<file path="config.mk">
export PLATFORM = sky130hd
export DESIGN_NAME = ook_frame_sequencer_flat
export DESIGN_NICKNAME = d
export VERILOG_FILES = /design/src/rtl/ook_frame_pkg.sv /design/src/rtl/ook_frame_sequencer_if.sv /design/src/rtl/ook_crc16_step.sv /design/src/rtl/ook_frame_sequencer.sv /design/src/flat_wrapper.sv
export SDC_FILE = /design/constraint.sdc
export NUM_CORES = 1
export LEC_CHECK = 0
export ABC_AREA = 0
export CAP_MARGIN = 15
export CORE_MARGIN = 2
export CORE_UTILIZATION = 50
export CTS_CLUSTER_DIAMETER = 50
export DETAILED_ROUTE_END_ITERATION = 6
export HOLD_SLACK_MARGIN = 0.03
export PLACE_DENSITY = 0.76
export SLEW_MARGIN = 20
export SYNTH_ARGS = -nofsm -noshare
export SYNTH_HDL_FRONTEND = slang
export SYNTH_HIERARCHICAL = 1
export SYNTH_SLANG_ARGS = --single-unit
</file>
<file path="constraint.sdc">
create_clock -name clk -period 10.46 [get_ports clk]
set_input_delay 2.615 -clock clk [delete_from_list [all_inputs] [get_ports clk]]
set_output_delay 2.615 -clock clk [all_outputs]
set_load 0.01 [all_outputs]
</file>
<file path="src/rtl/ook_frame_pkg.sv">
// Shared types and constants for the OOK frame sequencer.
// CRC constants are used only when OOK_FRAME_CRC_EN is defined.
package ook_frame_pkg;

  localparam int WORD_W = 16;

  typedef logic [WORD_W-1:0] word_t;

  localparam word_t CRC_POLY = 16'h1021;
  localparam word_t CRC_INIT = 16'hFFFF;

  typedef enum logic [2:0] {
    ST_IDLE,
    ST_PRE,
    ST_SYNC,
    ST_LEN,
    ST_PAY,
    ST_CRC,
    ST_GUARD
  } state_t;

endpackage

</file>
<file path="src/rtl/ook_frame_sequencer_if.sv">
// Payload stream handshake between the PRBS source and the sequencer.
// A word moves when pl_valid and pl_ready are both high.
interface ook_frame_sequencer_if;

  logic [15:0] pl_data;
  logic        pl_valid;
  logic        pl_ready;

  modport master (
    output pl_data,
    output pl_valid,
    input  pl_ready
  );

  modport slave (
    input  pl_data,
    input  pl_valid,
    output pl_ready
  );

endinterface

</file>
<file path="src/rtl/ook_crc16_step.sv">
// One-clock CRC-16-CCITT update over a 16-bit word, MSB first.
// Purely combinational; poly 0x1021, no reflection.
module ook_crc16_step
  import ook_frame_pkg::*;
(
  input  word_t crc_in,
  input  word_t data_in,
  output word_t crc_out
);

  word_t c;

  always_comb begin
    c = crc_in;
    for (int i = WORD_W - 1; i >= 0; i--) begin
      if (c[15] ^ data_in[i])
        c = {c[14:0], 1'b0} ^ CRC_POLY;
      else
        c = {c[14:0], 1'b0};
    end
    crc_out = c;
  end

endmodule

</file>
<file path="src/rtl/ook_frame_sequencer.sv">
// Frames the GT TX word stream: preamble, sync, length, payload, guard.
// Define OOK_FRAME_CRC_EN to append a CRC-16-CCITT word after the payload.
module ook_frame_sequencer
  import ook_frame_pkg::*;
#(
  parameter int    PREAMBLE_WORDS = 8,
  parameter word_t PREAMBLE_WORD  = 16'hAAAA,
  parameter word_t SYNC_WORD      = 16'hE5C3,
  parameter int    GUARD_WORDS    = 4,
  parameter word_t IDLE_WORD      = 16'h0000
) (
  input  logic  clk,
  input  logic  rst_n,
  input  logic  gt_tx_ready,
  input  logic  send_req,
  input  word_t frame_len,
  ook_frame_sequencer_if.slave pl,
  output word_t tx_data,
  output logic  busy,
  output logic  frame_done,
  output logic  frame_abort,
  output logic  underrun,
  output word_t frame_cnt
);

  state_t state, state_nxt;
  word_t  cnt, len_q;
  logic   pending;
  logic   start, abort, last, done_nxt;
  word_t  pay_word, word_nxt;

  assign start = (state == ST_IDLE) &&
                 (send_req || pending) && gt_tx_ready;
  assign abort = (state != ST_IDLE) && !gt_tx_ready;

  assign pay_word = pl.pl_valid ? pl.pl_data : IDLE_WORD;
  assign done_nxt = (state == ST_GUARD) && last && !abort;

  always_comb begin
    last = 1'b1;
    unique case (state)
      ST_PRE:   last = (cnt == 16'(PREAMBLE_WORDS - 1));
      ST_PAY:   last = (cnt == len_q - 16'd1);
      ST_GUARD: last = (cnt == 16'(GUARD_WORDS - 1));
      default:  last = 1'b1;
    endcase
  end

`ifdef OOK_FRAME_CRC_EN
  localparam state_t ST_AFTER = ST_CRC;

  word_t crc, crc_nxt, crc_din;

  assign crc_din = (state == ST_LEN) ? len_q : pay_word;

  ook_crc16_step u_crc (
    .crc_in  (crc),
    .data_in (crc_din),
    .crc_out (crc_nxt)
  );

  always_ff @(posedge clk or negedge rst_n) begin
    if (!rst_n)
      crc <= CRC_INIT;
    else if (start)
      crc <= CRC_INIT;
    else if (!abort &&
             (state == ST_LEN || state == ST_PAY))
      crc <= crc_nxt;
  end
`else
  localparam state_t ST_AFTER = ST_GUARD;
`endif

  always_ff @(posedge clk or negedge rst_n) begin
    if (!rst_n)
      state <= ST_IDLE;
    else
      state <= state_nxt;
  end

  always_comb begin
    state_nxt = state;
    if (abort) begin
      state_nxt = ST_IDLE;
    end else begin
      unique case (state)
        ST_IDLE:  if (start) state_nxt = ST_PRE;
        ST_PRE:   if (last) state_nxt = ST_SYNC;
        ST_SYNC:  state_nxt = ST_LEN;
        ST_LEN:   state_nxt = (len_q == '0) ?
                              ST_AFTER : ST_PAY;
        ST_PAY:   if (last) state_nxt = ST_AFTER;
        ST_CRC:   state_nxt = ST_GUARD;
        ST_GUARD: if (last) state_nxt = ST_IDLE;
        default:  state_nxt = ST_IDLE;
      endcase
    end
  end

  always_comb begin
    busy        = (state != ST_IDLE);
    pl.pl_ready = (state == ST_PAY) && gt_tx_ready;
    word_nxt    = IDLE_WORD;
    unique case (state)
      ST_PRE:  word_nxt = PREAMBLE_WORD;
      ST_SYNC: word_nxt = SYNC_WORD;
      ST_LEN:  word_nxt = len_q;
      ST_PAY:  word_nxt = pay_word;
`ifdef OOK_FRAME_CRC_EN
      ST_CRC:  word_nxt = crc;
`endif
      default: word_nxt = IDLE_WORD;
    endcase
    if (abort)
      word_nxt = IDLE_WORD;
  end

  // cnt restarts on every state change so each state counts from zero
  always_ff @(posedge clk or negedge rst_n) begin
    if (!rst_n) begin
      tx_data     <= IDLE_WORD;
      cnt         <= '0;
      len_q       <= '0;
      pending     <= 1'b0;
      frame_done  <= 1'b0;
      frame_abort <= 1'b0;
      underrun    <= 1'b0;
      frame_cnt   <= '0;
    end else begin
      tx_data     <= word_nxt;
      frame_done  <= done_nxt;
      frame_abort <= abort;
      if (state_nxt != state || state == ST_IDLE)
        cnt <= '0;
      else
        cnt <= cnt + 16'd1;
      if (done_nxt)
        frame_cnt <= frame_cnt + 16'd1;
      if (start)
        len_q <= frame_len;
      if (start)
        underrun <= 1'b0;
      else if (state == ST_PAY && !abort &&
               !pl.pl_valid)
        underrun <= 1'b1;
      if (start || abort)
        pending <= 1'b0;
      else if (send_req)
        pending <= 1'b1;
    end
  end

endmodule

</file>
<file path="src/flat_wrapper.sv">
// flat-port wrapper written by rule: the top's interface ports become plain ports
module ook_frame_sequencer_flat import ook_frame_pkg::*;
#(
  parameter int    PREAMBLE_WORDS = 8,
  parameter word_t PREAMBLE_WORD  = 16'hAAAA,
  parameter word_t SYNC_WORD      = 16'hE5C3,
  parameter int    GUARD_WORDS    = 4,
  parameter word_t IDLE_WORD      = 16'h0000
)
  (clk, rst_n, gt_tx_ready, send_req, frame_len, tx_data, busy, frame_done, frame_abort, underrun, frame_cnt, pl_pl_data, pl_pl_valid, pl_pl_ready);
  ook_frame_sequencer_if pl_i ();
  input  logic clk;
  input  logic rst_n;
  input  logic gt_tx_ready;
  input  logic send_req;
  input  word_t frame_len;
  output word_t tx_data;
  output logic busy;
  output logic frame_done;
  output logic frame_abort;
  output logic underrun;
  output word_t frame_cnt;
  input wire logic [$bits(pl_i.pl_data)-1:0] pl_pl_data;
  input wire logic [$bits(pl_i.pl_valid)-1:0] pl_pl_valid;
  output wire logic [$bits(pl_i.pl_ready)-1:0] pl_pl_ready;
  assign pl_i.pl_data = pl_pl_data;
  assign pl_i.pl_valid = pl_pl_valid;
  assign pl_pl_ready = pl_i.pl_ready;
  ook_frame_sequencer #(.PREAMBLE_WORDS(PREAMBLE_WORDS), .PREAMBLE_WORD(PREAMBLE_WORD), .SYNC_WORD(SYNC_WORD), .GUARD_WORDS(GUARD_WORDS), .IDLE_WORD(IDLE_WORD)) u_core (.clk(clk), .rst_n(rst_n), .gt_tx_ready(gt_tx_ready), .send_req(send_req), .frame_len(frame_len), .pl(pl_i), .tx_data(tx_data), .busy(busy), .frame_done(frame_done), .frame_abort(frame_abort), .underrun(underrun), .frame_cnt(frame_cnt));
endmodule
</file>
# After elaboration in Yosys (flattened, before gate mapping)
# Index checks and enable logic that the tools add are counted.
[totals] reg_bits=71 latch_bits=0 ram_bits=0 romBits=0 in_bits=37 mem_count=0
[classes] addsub=3 n_mul=0 n_div=0 magnitude_cmp=0 eq_ne=10 shift=0 muxes=16 n_bitwise=0 reduce_logical=19
[op_table] operator="one-hot mux 16 bit (4 select lines)" n=1
[op_table] operator="2-to-1 mux 16 bit" n=3
[op_table] operator="adder 16 x 1 -> 16 bit, second input constant" n=2
[op_table] operator="one-hot mux 3 bit (7 select lines)" n=1
[op_table] operator="== test 16 bit" n=1
[op_table] operator="== test 16 x 2 -> 1 bit, second input constant" n=1
[op_table] operator="== test 16 x 3 -> 1 bit, second input constant" n=1
[op_table] operator="zero test 16 bit" n=1
[op_table] operator="subtractor 16 x 1 -> 16 bit, second input constant" n=1
[op_table] operator="2-to-1 mux 3 bit" n=5
[op_table] operator="== test 3 bit, second input constant" n=3
[op_table] operator="logical AND 1 bit" n=8
[op_table] operator="== test 3 x 2 -> 1 bit, second input constant" n=2
[op_table] operator="2-to-1 mux 1 bit" n=4
[op_table] operator="nonzero test 2 bit" n=2
[op_table] operator="== test 3 x 1 -> 1 bit, second input constant" n=1
[op_table] operator="zero test 1 bit" n=3
[op_table] operator="zero test 3 bit" n=1
[op_table] operator="logical OR 1 bit" n=3
[op_table] operator="inequality test 3 bit" n=1
[op_table] operator="one-hot mux 1 bit (3 select lines)" n=1
[op_table] operator="nonzero test 3 bit" n=1
[op_table] operator="2-to-1 mux 2 bit" n=1

# Longest topological paths before layout
# Gate-level depths: netlist of the first run.
[logic_depth] depth_word=9 depth_mapped=13 mapped_depth_nobuf=11

# Worst setup path before layout of the first run
# No wires, ideal clock.
[synth_timing] path_kind="input -> output" start="in gt_tx_ready" end="out pl_pl_ready" t_arrival_ns=3.080 t_required_ns=7.845 path_slack_ns=4.765 path_stages=2 n_path_buf=1 path_cell_list="clkbuf_1 -> and2_1"
[synth_via] elab_chain_cells=1
[synth_rtl] element="start, declared" line="flat_wrapper.sv:14" rtl="input logic gt_tx_ready;"
[synth_rtl] element="logical AND 1 bit" line="ook_frame_sequencer.sv:103" rtl="pl.pl_ready = (state == ST_PAY) && gt_tx_ready;"
[synth_rtl] element="end, declared" line="flat_wrapper.sv:25" rtl="output wire logic [$bits(pl_i.pl_ready)-1:0] pl_pl_ready;"
# Every way passes these cells.

# Worst setup path after layout of the first run
# Ends and elaborated chain as after synthesis.

==> results of run 1 <==
[through the flow]
step | total power [uW] | cell area [um^2]
global route | 838 | 5030
finish | 797 | 5030
floorplan | 460 | 4000
CTS | 800 | 5030
global placement | 504 | 4760
detailed placement | 510 | 4770
[sequential cells by signal (all words and copies together) (netlist names)]
| signal | count |
|---|---|
| u_core/len_q | 16 |
| u_core/frame_abort | 1 |
| u_core/underrun | 1 |
| u_core/state | 3 |
| u_core/pending | 1 |
| u_core/cnt | 16 |
| u_core/tx_data | 16 |
| u_core/frame_cnt | 16 |
| u_core/frame_done | 1 |
[layout by cell type, fill, tap and decap left out, types with 5 or more instances in the layout]
master,n
nand2_1,22
a31oi_1,5
o21ai_0,16
a221oi_1,8
mux2_2,16
nor4_1,6
clkbuf_8,9
mux2i_1,5
clkdlybuf4s50_1,72
xor2_1,21
nor3_1,11
or3_1,6
a21oi_1,16
nand3_1,17
nor2_1,48
dfrtp_1,71
inv_1,14
and3_1,8
xnor2_1,23
nand4_1,12
[metal layers]
layer  GRT usage (%)  vias up  routed length (um)
li1                -     1621                   -
met1            32.0     1664                4170
met2            39.3      115                4710
met3            4.35       16                 549
met4            7.23        0                 159
met5               0        -                   0
[final cells by class]
| type | instances | area [um^2] | area share, % |
|---|---|---|---|
| Clock buffer | 11 | 131 | 2.61 |
| Multi-Input combinational cell | 306 | 2060 | 40.9 |
| Clock inverter | 5 | 129 | 2.56 |
| Tap cell | 102 | 128 | 2.54 |
| Timing Repair Buffer | 77 | 756 | 15.0 |
| Inverter | 14 | 52.6 | 1.04 |
| Sequential cell | 71 | 1780 | 35.3 |
[worst max-delay path, delay by kind of cell]
family / cells / cell delay, ns
buf+inv: 2 / 1.22
simple gates: 1 / 0.22
[worst paths after layout]
kind	startpoint	to	slack, ns	depth (start not counted)
setup / recovery	gt_tx_ready	pl_pl_ready	3.79	3
hold / removal	u_core/frame_cnt[7]	u_core/frame_cnt[7]	0.48	1
setup reg to reg	u_core/len_q[0]	u_core/frame_cnt[1]	6.53	10
hold reg to reg	u_core/frame_cnt[7]	u_core/frame_cnt[7]	0.48	1
max in group asynchronous	rst_n	u_core/cnt[5]	7.42	2
min in group asynchronous	rst_n	u_core/tx_data[10]	2.46	2
[cell families (layout without fill, tap and decap cells)]
| logic type | after synthesis | in the layout | synth area share [%] |
|---|---|---|---|
| adders and majority gates | 3 | 3 | 0.938 |
| muxes | 21 | 21 | 5.76 |
| xor gates and xnor gates | 44 | 44 | 9.63 |
| DFF | 71 | 71 | 44.4 |
| buffers and inverters | 40 | 107 | 4.35 |
| AOI/OAI and AO/OA | 74 | 74 | 12.8 |
| and+or+nand+nor | 164 | 164 | 22.1 |
[report_power, final]
part / total (uW) / internal, uW / switching [uW]
Combinational: 143 / 73.2 / 69.8
Clock: 289 / 184 / 105
Sequential: 365 / 301 / 64.3
Total: 797 / 558 / 239
==> results.py, run 1 <==
metrics = {
    "run_status": {
        "status": "completed",
    },
    "final_layout": {
        "final_layout_size_suffix_gt1_share_pct": 10.1,
        "syn_to_final_growth_pct": 25.8,
        "final_util_pct": 65.1,
        "diodes": 0,
        "nets": 519,
        "n_fill_cell": 630,
        "finalNonFillerCells": 586,
    },
    "clocking": {
        "cts_inserted_buffers": 9,
        "clk_latency_ns": 0.35,
        "cts_setup_buffers": 0,
        "clock_path_buffers": 2,
        "cts_root_buf": "clkbuf_8",
        "holdBufCountCts": 0,
        "clkSinkCount": 71,
        "clk_pin_slew_worst_paths_ns": 0.07,
        "post_cts_resized": 0,
        "cts_tree": "done",
        "ctsHtreeMaxLevel": 3,
    },
    "grt": {
        "antenna_found_initial": 0,
        "grt_pass1_vias": 3337,
        "grt_usage_pct": 23.8,
        "grt_max_degree": 72,
        "grt_pass1_wl_mm": 16.5,
        "overflow": 0,
    },
    "setup_path": {
        "worstPathMaxFanout": 9,
        "slowest_delay_ns": 0.66,
        "worstSetupPathType": "input port to output pin",
        "cp_data_required_time_ns": 7.85,
        "cp.arrival_ns": 4.06,
        "critPathSlowestCell": "clkdlybuf4s50_1",
        "cpMostUsedCell": "clkdlybuf4s50_1",
        "crit_chain": "clkdlybuf4s50_1 -> and2_1 -> clkdlybuf4s50_1",
        "endpoint_kind": "output pin",
        "cp-start-kind": "input port",
    },
    "floorplan": {
        "fp.dieW_um": 93.4,
        "num_rows": 32,
        "initial_core_util_pct": 51.8,
        "fp.dieH_um": 93.4,
        "ios": 74,
        "die_area_um2": 8730,
        "core_area_um2": 7730,
    },
    "power": {
        "peakVddDrop_uv": 122,
        "power.leakage_uw": 0.00203,
        "powerDensity_nw_per_um2": 158,
    },
    "yosys": {
        "synth_nets": 457,
        "synth_area_leaders": "dfrtp_1, xnor2_1, xor2_1",
        "synthArstFlopShare_pct": 100,
        "synth_largest_area_cell": "dfrtp_1",
        "synth_edf_count": 0,
        "synth_top_area_share_pct": 44.4,
        "yosys_warnings": 6,
        "synth_common_cells": "dfrtp_1, nor2_1, xnor2_1, nand2_1, xor2_1",
        "syn_area_per_cell_um2": 9.59,
        "syn-cell-area_um2": 4000,
        "synthMostInstantiatedCell": "dfrtp_1",
        "synth_seq_cells": 71,
        "ys_seq_area_share_pct": 44.4,
        "yosysUniqueCellTypes": 58,
        "synthCells": 417,
        "synth_ff_type": "dfrtp_1",
    },
    "placement": {
        "hpwl_mm": 6.85,
        "dp_worst_setup_slack_ns": 3.79,
        "routabilityCongestion": 0.881,
        "placed_cells": 570,
        "io_buffers": 73,
    },
    "timing": {
        "max_freq_ghz": 0.150,
        "min_period_ns": 6.67,
        "tightest_slew_ns": 1.10,
        "hold_viol": 0,
        "tns_ns": 0,
        "clock_skew_ns": 0.00811,
        "finalWorstSetupSlack_ns": 3.79,
        "setup_viol": 0,
        "fin_crit_sh_pct": 63.8,
        "rsz0062_at_grt": "false",
        "drv_slew": 0,
        "max_slew_margin_pct": 26.6,
        "holdWs_ns": 0.485,
    },
    "detailed_routing": {
        "via_per_inst": 5.83,
        "wire_per_inst_um": 16.4,
        "vias": 3416,
        "dr.pass1.iters": 5,
        "postRouteAntennaNets": 0,
        "drc": 0,
        "totalWireLength_mm": 9.59,
        "first_iter_violations": 198,
    },
    "run": {
        "maxCapViolations": 0,
    },
    "worst_hold_path": {
        "holdCritPathClass": "flop to flop",
    },
}
No activity file was read; power rests on OpenSTA's default activity.
==> run 2: changes to the inputs <==
--- a/config.mk
+++ b/config.mk
@@ -8,7 +8,7 @@
 export ABC_AREA = 0
 export CAP_MARGIN = 15
 export CORE_MARGIN = 2
-export CORE_UTILIZATION = 50
+export CORE_UTILIZATION = 48
 export CTS_CLUSTER_DIAMETER = 50
 export DETAILED_ROUTE_END_ITERATION = 6
 export HOLD_SLACK_MARGIN = 0.03
==> constraint.sdc (replaced) <==
create_clock -name clk -period 6 [get_ports clk]
set_input_delay 1.5 -clock clk [delete_from_list [all_inputs] [get_ports clk]]
set_output_delay 1.5 -clock clk [all_outputs]
set_load 0.01 [all_outputs]
==> results.py, run 2 (synthesis gave the netlist of run 1 again) <==
metrics = {
    "worst_hold_path": {
        "holdCritPathClass": "flop to flop",
        "worstHoldStart": "u_core/frame_cnt[15]",
    },
    "detailed_routing": {
        "totalWireLength_mm": 9.96,
        "dr.pass1.iters": 4,
        "vias": 3332,
        "via_per_inst": 5.66,
        "wire_per_inst_um": 16.9,
        "drc": 0,
        "postRouteAntennaNets": 0,
        "first_iter_violations": 236,
    },
    "timing": {
        "tightest_slew_ns": 0.999,
        "rsz0062_at_grt": "false",
        "hold_viol": 0,
        "min_period_ns": 4.45,
        "fin_crit_sh_pct": 74.2,
        "drv_slew": 0,
        "tns_ns": 0,
        "setup_viol": 0,
        "max_slew_margin_pct": 33.2,
        "clock_skew_ns": 0.00837,
        "max_freq_ghz": 0.225,
    },
    "power": {
        "peakVddDrop_uv": 161,
        "power.leakage_uw": 0.00201,
        "powerDensity_nw_per_um2": 264,
        "p_total_uw": 1320,
    },
    "clocking": {
        "post_cts_resized": 0,
        "cts_inserted_buffers": 9,
        "clk_latency_ns": 0.35,
        "clkSinkCount": 71,
        "cts_root_buf": "clkbuf_8",
        "ctsHtreeMaxLevel": 3,
        "holdBufCountCts": 0,
        "clk_pin_slew_worst_paths_ns": 0.08,
        "clock_path_buffers": 2,
        "cts_tree": "done",
        "cts_setup_buffers": 0,
    },
    "final_layout": {
        "syn_to_final_growth_pct": 24.9,
        "finish.instance_area_um2": 5000,
        "final_util_pct": 61.4,
        "multi_input_area_um2": 2060,
        "final_common_cell": "clkdlybuf4s50_1",
        "final_layout_size_suffix_gt1_share_pct": 10.3,
        "register_area_um2": 1780,
        "layout_common_cells": "clkdlybuf4s50_1, dfrtp_1, nor2_1",
        "diodes": 0,
        "nets": 519,
        "n_fill_cell": 718,
    },
    "floorplan": {
        "num_rows": 33,
        "die_area_um2": 9080,
        "core_area_um2": 8130,
        "fp.dieW_um": 95.3,
        "ios": 74,
        "fp.dieH_um": 95.3,
        "initial_core_util_pct": 49.2,
    },
    "setup_path": {
        "cp-start-kind": "input port",
        "worstReg2RegEnd": "u_core/frame_cnt[1]",
        "critPathLaunch": "gt_tx_ready",
        "cp_data_required_time_ns": 4.50,
        "ff2ff_setup_slack_ns": 2.06,
        "cp.arrival_ns": 2.95,
        "worstPathMaxFanout": 9,
        "rr_worst_depth": 10,
        "cp-endpoint": "pl_pl_ready",
        "endpoint_kind": "output pin",
        "r2r-start": "u_core/len_q[0]",
        "worstSetupPathType": "input port to output pin",
    },
    "placement": {
        "io_buffers": 73,
        "routabilityCongestion": 0.916,
        "hpwl_mm": 7.23,
        "placedInstanceArea_um2": 4770,
    },
    "grt": {
        "grt_pass1_vias": 3183,
        "grt_max_degree": 72,
        "grt_usage_pct": 23.1,
        "overflow": 0,
        "grt_pass1_wl_mm": 16.1,
        "antenna_found_initial": 0,
    },
    "run_status": {
        "status": "completed",
    },
    "run": {
        "maxCapViolations": 0,
    },
}
## run 2: cell type report
type / count / share of cell area [%]
multi-input combinational: 306 / 41.2
inverter: 14 / 1.05
tap: 105 / 2.63
sequential: 71 / 35.6
clock buffer: 10 / 2.55
timing repair buffer: 77 / 15.1
clock inverter: 6 / 1.85
## run 2: worst min-delay path by stage
stage / end / cells past startpoint / slack [ns]
global placement: u_core/frame_cnt[15] / 1 / 0.46
global route: u_core/frame_cnt[15] / 1 / 0.50
finish: u_core/frame_cnt[15] / 1 / 0.49
floorplan: u_core/pending / 2 / 0.46
detailed placement: u_core/underrun / 2 / 0.49
CTS: u_core/frame_cnt[15] / 1 / 0.49
## run 2: layer usage
metal | wire, um | part of all wire [%] | track usage, % | up-vias
met5 | 0 | 0 | 0 | -
met4 | 110 | 1.1 | 8.09 | 0
met3 | 528 | 5.3 | 4.03 | 10
met2 | 4710 | 47 | 36.5 | 98
met1 | 4620 | 46 | 32.0 | 1609
li1 | - | - | - | 1615
## run 2: critical path: stages
cell,delay (ns)
clkdlybuf4s50_1,0.68
and2_1,0.22
clkdlybuf4s50_1,0.54
## run 2: report_power, final
group	internal (uW)	switching (uW)	total [uW]
clock	237	194	431
sequential	524	117	641
combinational	127	120	247
## run 2: per-stage QoR
step	setup slack (ns)	instances	hold slack, ns
CTS	1.56	589	0.494
floorplan	2.54	417	0.465
finish	1.55	589	0.487
global route	1.52	589	0.497
detailed placement	1.56	573	0.488
global placement	1.57	572	0.456
==> run 3: changes to the inputs <==
--- a/config.mk
+++ b/config.mk
@@ -8,7 +8,7 @@
 export ABC_AREA = 0
 export CAP_MARGIN = 15
 export CORE_MARGIN = 2
-export CORE_UTILIZATION = 48
+export CORE_UTILIZATION = 50
 export CTS_CLUSTER_DIAMETER = 50
 export DETAILED_ROUTE_END_ITERATION = 6
 export HOLD_SLACK_MARGIN = 0.03
==> constraint.sdc (replaced) <==
create_clock -name clk -period 4.6 [get_ports clk]
set_input_delay 1.15 -clock clk [delete_from_list [all_inputs] [get_ports clk]]
set_output_delay 1.15 -clock clk [all_outputs]
set_load 0.01 [all_outputs]
==> results.py, run 3 (synthesis gave the netlist of run 1 again) <==
metrics = {
    "floorplan": {
        "core_area_um2": 7730,
        "die_area_um2": 8730,
        "fp.dieH_um": 93.4,
        "ios": 74,
        "initial_core_util_pct": 51.8,
        "fp.dieW_um": 93.4,
        "num_rows": 32,
    },
    "placement": {
        "placedInstanceArea_um2": 4770,
        "routabilityCongestion": 0.824,
        "io_buffers": 73,
        "hpwl_mm": 7.10,
    },
    "power": {
        "pwr-share-clk_pct": 34.5,
        "peakVddDrop_uv": 265,
        "pwr-share-seq_pct": 47.3,
        "p_sw_uw": 545,
        "powerDensity_nw_per_um2": 352,
        "cellInternalPower_uw": 1220,
        "swShare_pct": 30.8,
        "comb_power_share_pct": 18.2,
        "power.leakage_uw": 0.00203,
    },
    "final_layout": {
        "syn_to_final_growth_pct": 25.5,
        "final_common_cell": "clkdlybuf4s50_1",
        "nets": 520,
        "layout_common_cells": "clkdlybuf4s50_1, dfrtp_1, nor2_1",
        "finish.instance_area_um2": 5020,
        "diodes": 0,
        "n_fill_cell": 639,
        "final_layout_size_suffix_gt1_share_pct": 10.3,
    },
    "worst_hold_path": {
        "holdPathStages": 1,
        "holdCritPathClass": "flop to flop",
        "min_to": "u_core/frame_cnt[15]",
        "worstHoldStart": "u_core/frame_cnt[15]",
    },
    "setup_path": {
        "cp_data_required_time_ns": 3.45,
        "worstPathMaxFanout": 9,
        "r2r-start": "u_core/len_q[2]",
        "cp.arrival_ns": 2.59,
        "ff2ff_setup_slack_ns": 0.89,
        "worstSetupPathType": "input port to output pin",
        "rr_worst_depth": 10,
        "worstReg2RegEnd": "u_core/cnt[8]",
        "endpoint_kind": "output pin",
        "cp-start-kind": "input port",
    },
    "clocking": {
        "cts_root_buf": "clkbuf_8",
        "cts_setup_buffers": 0,
        "post_cts_resized": 0,
        "clk_pin_slew_worst_paths_ns": 0.07,
        "clock_path_buffers": 2,
        "clk_latency_ns": 0.35,
        "ctsHtreeMaxLevel": 3,
        "cts_tree": "done",
        "holdBufCountCts": 0,
        "clkSinkCount": 71,
        "cts_inserted_buffers": 9,
    },
    "timing": {
        "min_period_ns": 3.74,
        "drv_slew": 0,
        "max_freq_ghz": 0.267,
        "tns_ns": 0,
        "fin_crit_sh_pct": 81.3,
        "max_slew_margin_pct": 35.0,
        "rsz0062_at_grt": "false",
        "clock_skew_ns": 0.0113,
        "tightest_slew_ns": 0.971,
        "hold_viol": 0,
        "setup_viol": 0,
    },
    "grt": {
        "grt_max_degree": 37,
        "overflow": 0,
        "grt_pass1_wl_mm": 16.2,
        "antenna_found_initial": 0,
        "grt_pass1_vias": 3270,
        "grt_usage_pct": 23.6,
    },
    "detailed_routing": {
        "postRouteAntennaNets": 0,
        "vias": 3391,
        "via_per_inst": 5.79,
        "totalWireLength_mm": 9.59,
        "dr.pass1.iters": 4,
        "drc": 0,
        "first_iter_violations": 169,
        "wire_per_inst_um": 16.4,
    },
    "run_status": {
        "status": "completed",
    },
    "run": {
        "maxCapViolations": 0,
    },
}
## run 3: cell types whose count changed in the layout (fill, tap and decap cells not counted)
cell        delta
inv_6          -2
clkinv_4       +1
buf_4          +1
clkinvlp_4     -1
nor3_2         -1
nor3_1         +1
clkbuf_8       +1
bufinv_16      +1
clkbuf_1       -1
## run 3: worst max-delay path by stage
stage                                end       startpoint  cells after the start  slack [ns]
floorplan           u_core/frame_cnt[15]  u_core/len_q[2]                     12        1.15
global placement             pl_pl_ready      gt_tx_ready                      3        0.85
detailed placement           pl_pl_ready      gt_tx_ready                      3        0.85
CTS                          pl_pl_ready      gt_tx_ready                      3        0.85
global route               u_core/cnt[8]  u_core/len_q[2]                     10        0.63
finish                       pl_pl_ready      gt_tx_ready                      3        0.86
## run 3: power groups by stage
stage / logic, uW / clock network (uW) / registers, uW
floorplan: 302 / 0 / 745
global placement: 312 / 0 / 840
detailed placement: 319 / 0 / 841
CTS: 322 / 624 / 830
global route: 357 / 653 / 849
finish: 321 / 610 / 836
## run 3: per-layer routing
layer	routed length [um]	part of all wire [%]	GRT usage [%]	up-vias
met4	89	0.93	6.25	0
met5	0	0	0	-
li1	-	-	-	1614
met3	494	5.2	5.00	8
met1	4200	44	31.6	1668
met2	4810	50	38.8	101
## run 3: area by class of cell
class	instances	area, um^2	area share [%]
inverters	14	52.6	1.05
clock buffers	10	138	2.74
well taps	102	128	2.54
clock inverters	5	106	2.12
flip-flops and latches	71	1780	35.4
repair buffers	78	763	15.2
multi-input cells	306	2050	40.9
## run 3: critical path, stage by stage
cell             delay [ns]
clkdlybuf4s50_1        0.67
and2_1                 0.22
clkdlybuf4s50_1        0.55
## run 3: through the flow
step	power, uW	hold WS (ns)	util [%]	std cells	worst slack [ns]
final	1770	0.497	64.9	586	0.861
after detailed placement	1160	0.489	61.8	571	0.854
after global placement	1150	0.456	61.7	570	0.849
after global routing	1860	0.526	64.9	586	0.628
after CTS	1780	0.499	64.9	586	0.848
after floorplan	1050	0.465	-	417	1.15
